==> src/rtl/fsm_div_master.sv <==
// fsm_div_master: sends a dividend/divisor pair to the serial divider and returns its quotient.
// The result or a timeout is reported with a one-cycle done pulse.
module fsm_div_master #(
  parameter int TIMEOUT = 8
) (
  input  logic       clk,
  input  logic       reset,
  input  logic       start,
  input  logic [3:0] a_in,
  input  logic [3:0] b_in,
  output logic       busy,
  output logic       done,
  output logic [3:0] q_out,
  output logic       err_div,
  output logic       err_timeout,
  output logic       dv_valid,
  output logic [3:0] dv_data,
  input  logic       rs_valid,
  input  logic [3:0] rs_data,
  input  logic       rs_error
);
  typedef enum logic [2:0] {SYNC, IDLE, SEND_A, SEND_B, WAIT, DONE} state_t;
  localparam logic [7:0] LIMIT = 8'(TIMEOUT);
  state_t     r_state;
  logic [7:0] r_cnt;
  logic [3:0] r_b;
  // WAIT spans TIMEOUT+1 cycles, so the limit is reached when cnt equals TIMEOUT
  always_ff @(posedge clk or negedge reset) begin
    if (!reset) begin
      r_state     <= SYNC;
      r_cnt       <= '0;
      r_b         <= '0;
      busy        <= 1'b0;
      done        <= 1'b0;
      q_out       <= '0;
      err_div     <= 1'b0;
      err_timeout <= 1'b0;
      dv_valid    <= 1'b0;
      dv_data     <= '0;
    end else begin
      done     <= 1'b0;
      dv_valid <= 1'b0;
      dv_data  <= '0;
      case (r_state)
        SYNC:
          if (r_cnt == 8'd2) begin
            r_state <= IDLE;
            r_cnt   <= '0;
            busy    <= 1'b0;
          end else begin
            r_cnt <= r_cnt + 8'd1;
            busy  <= 1'b1;
          end
        IDLE:
          if (start) begin
            r_b      <= b_in;
            dv_valid <= 1'b1;
            dv_data  <= a_in;
            busy     <= 1'b1;
            r_state  <= SEND_A;
          end
        SEND_A: begin
          dv_valid <= 1'b1;
          dv_data  <= r_b;
          r_state  <= SEND_B;
        end
        SEND_B: begin
          r_cnt   <= '0;
          r_state <= WAIT;
        end
        WAIT:
          if (rs_valid) begin
            q_out       <= rs_data;
            err_div     <= rs_error;
            err_timeout <= 1'b0;
            done        <= 1'b1;
            r_state     <= DONE;
          end else if (r_cnt == LIMIT) begin
            err_div     <= 1'b0;
            err_timeout <= 1'b1;
            done        <= 1'b1;
            r_state     <= DONE;
          end else begin
            r_cnt <= r_cnt + 8'd1;
          end
        DONE: begin
          busy    <= 1'b0;
          r_state <= IDLE;
        end
        default: r_state <= SYNC;
      endcase
    end
  end
endmodule

==> config.mk <==
export PLATFORM = sky130hd
export DESIGN_NAME = fsm_div_master
export DESIGN_NICKNAME = d
export VERILOG_FILES = /design/src/rtl/fsm_div_master.sv
export SDC_FILE = /design/constraint.sdc
export NUM_CORES = 1
export LEC_CHECK = 0
export CORE_UTILIZATION = 40
export CTS_CLUSTER_DIAMETER = 40
export CTS_CLUSTER_SIZE = 8
export DETAILED_ROUTE_END_ITERATION = 12
export MAX_ROUTING_LAYER = met4
export PLACE_DENSITY = 0.64
export SKIP_CTS_REPAIR_TIMING = 1
export SYNTH_ARGS = -nofsm -noshare
export SYNTH_HDL_FRONTEND = slang
export SYNTH_SLANG_ARGS = --single-unit
==> constraint.sdc <==
create_clock -name clk -period 1.99 [get_ports clk]
set_input_delay 0.4975 -clock clk [delete_from_list [all_inputs] [get_ports clk]]
set_output_delay 0.4975 -clock clk [all_outputs]
set_load 0.01 [all_outputs]
==> results.toml <==
[die]
rows = 21
start_util_pct = 41.58
io_pins = 30
core_um2 = 3337
fp.dieW_um = 60.90
die_h_um = 60.90
die_area_um2 = 3708

[drt]
drc = 0
drtAntennaViolNets = 0
totalWireLength_um = 2776
viasPerCell = 5.223
vias = 1076
drt_iter0_drc = 62
wl_per_cell_um = 13.48
firstDrtPassIters = 4

[grt]
grt_remaining_overflow = 0
grt_max_degree = 29
grt_pass1_vias = 1013
antenna_found_initial = 0
grt_pass1_wl_um = 4560
grt_util_all_layers_pct = 17.20

[layout]
syn_to_final_growth_pct = 27.23
final_core_util_pct = 52.91
drive_above_1_share_pct = 15.00
final_nets = 182
antennaDiodeCount = 0

[placed_design]
gp_congestion = 0.8043
dp_hpwl_um = 2023
io_buffers = 29
pre_cts_slack_ns = -0.07202

[synth]
synth_top_area_share_pct = 50.50
netlist_instances = 128
synth.ff_latch_count = 28
synth_area_leaders = "dfrtp_1 50%, mux2_2 6.5%, nor2_1 4.6%, nand2_1 3.0%, ha_1 2.7%"
synth_top_flop_cell = "dfrtp_1"
syn_nets = 148
yosysTopAreaCell = "dfrtp_1"
yosysUniqueCellTypes = 36
ys_seq_area_share_pct = 50.50
ys.warnings.count = 0
avgSynthCellArea_um2 = 10.84
async_flop_share_pct = 100.0
synth_edf_count = 0
syn_area_um2 = 1388

[clock_tree]
cts_max_level = 1
clock_path_buffers = 2
cts_inserted_buffers = 3
clock-root-buffer = "clkbuf_4"
clk_latency_ns = 0.32
cts.clk_slew.worst_paths_ns = 0.14
cts_tree = "yes"
clock_sinks = 28

[timing]
finalSetupViolCount = 0
max_freq_mhz = 546.5
slew_headroom_pct = 68.51
rsz0062_at_grt = "no"
hold_violations = 0
fin_worst_skew_ns = 0.006815
worstMarginPinSlew_ns = 0.4711
finalCriticalPeriod_ns = 1.830
min_period_over_period_pct = 91.96
final.setup.worst_slack_ns = 0.1600
slew_violations = 0

[critical_path]
cp-start-kind = "register"
arrival_ns = 2.02
path_max_fanout = 4
required_ns = 2.18
criticalPathCategory = "register to register"
slowest_stage = "dfrtp_1"
path_cells = "inv_1 > ha_1 > nor4b_2 > a31oi_1 > o22ai_2 > o221ai_1"
end_kind = "register"
path_buf_inv = 1
max_stage_delay_ns = 0.43
crit_family = "compound AO/OA/AOI/OAI gates"

[power]
pwr-share-comb_pct = 49.1
swShare_pct = 39.29
power.switching_uw = 979.0
power_density_nw_per_um2 = 1411
power_frac_clock_pct = 9.1
p_int_mw = 1.513
p_seq_share_pct = 41.8
p_leak_nw = 0.7480
vdd_drop_max_mv = 0.6035

[hold_path]
min_path_type = "primary input to async pin"

[job]
cap_violations = 0

[run_status]
status = "finished, final reports clean"
sequential cells by signal (all words and copies together), names as in the netlist:
signal,cells
busy,1
dv_valid,1
r_b,4
done,1
q_out,4
err_timeout,1
err_div,1
r_cnt,8
r_state,3
dv_data,4
area by class of cell:
cell class              instances  area, um^2
clock buffers                   3       22.52
flip-flops and latches         28       700.7
fillers                       319        1572
repair buffers                 34       327.8
multi-input cells              90       638.1
inverters                       5       18.77
well taps                      46       57.56
cell families (layout without fill, tap and decap cells):
group | after synthesis | after routing | synth area share (%)
buffers and inverters | 10 | 42 | 3.517
xor gates and xnor gates | 4 | 4 | 2.525
DFF | 28 | 28 | 50.50
muxes | 9 | 9 | 7.214
and+or+nand+nor | 46 | 46 | 16.95
adders and majority gates | 3 | 3 | 2.705
AOI/OAI and AO/OA | 28 | 28 | 16.59
placed cells by master, fill, tap and decap left out, types with 2 or more instances in the layout:
cell type,n
nand2b_1,2
nand2_1,11
clkbuf_4,3
xnor2_1,4
nor2_1,17
a31oi_1,3
inv_1,5
nand3_1,4
buf_4,5
dfrtp_1,28
nor2b_1,3
o21ai_0,4
a21oi_1,5
clkdlybuf4s50_1,29
mux2_2,8
a32oi_1,4
o221ai_1,2
a211oi_1,2
or3_1,2
ha_1,3
power by group through the flow:
stage,registers [mW],clock network [mW],logic [mW]
floorplan,1.02,0,0.824
global placement,1.04,0,1.19
detailed placement,1.06,0,1.22
CTS,1.04,0.237,1.23
global route,1.08,0.262,1.36
finish,1.04,0.228,1.22
metal layers:
layer / up-vias / wire [um] / GRT usage, %
li1: 525 / - / -
met1: 519 / 1315 / 22.21
met2: 28 / 1338 / 27.00
met3: 4 / 98 / 2.985
met4: 0 / 24 / 6.494
met5: - / 0 / -
cells in the mapped netlist, drive strengths merged (2+ instances only):
library cell and n:
nand2 11, mux2 8, o21ai 4, nand2b 2
inv 5, buf 2, o221ai 2, o22ai 2
dfrtp 28, or3 2, xnor2 4, nor2b 3
nand3 4, ha 3, a32oi 4, a211oi 2
a31oi 3, nor2 17, clkbuf 3, a21oi 5
worst register-to-register path, delay by kind of cell (launching register included):
family | cells | cell delay (ns)
and+or+nand+nor | 1 | 0.40
adders and majority gates | 1 | 0.15
buffers and inverters | 1 | 0.12
DFF | 1 | 0.43
AOI/OAI and AO/OA | 3 | 0.62
path summary, 6_finish.rpt:
| kind | startpoint | end | slack (ns) | depth (start not counted) |
|---|---|---|---|---|
| max in group asynchronous | reset | r_state[1] | 1.19 | 2 |
| min | reset | r_cnt[5] | 0.53 | 2 |
| max | r_cnt[0] | r_cnt[2] | 0.16 | 6 |
| min reg2reg | q_out[3] | q_out[3] | 0.53 | 1 |
| min in group clk | q_out[3] | q_out[3] | 0.53 | 1 |
| max reg2reg | r_cnt[0] | r_cnt[2] | 0.16 | 6 |
metrics by stage:
step	hold WS (ns)	setup TNS (ns)	power, mW	area [um^2]	instances
after floorplan	0.2019	0	1.844	1388	128
after global placement	0.4882	-0.07361	2.233	1743	203
after detailed placement	0.4976	-0.2068	2.280	1743	203
after CTS	0.5330	0	2.512	1765	206
after global routing	0.5581	0	2.698	1765	206
final	0.5303	0	2.492	1765	206
Note: power is estimated with default switching activity, not from simulation.
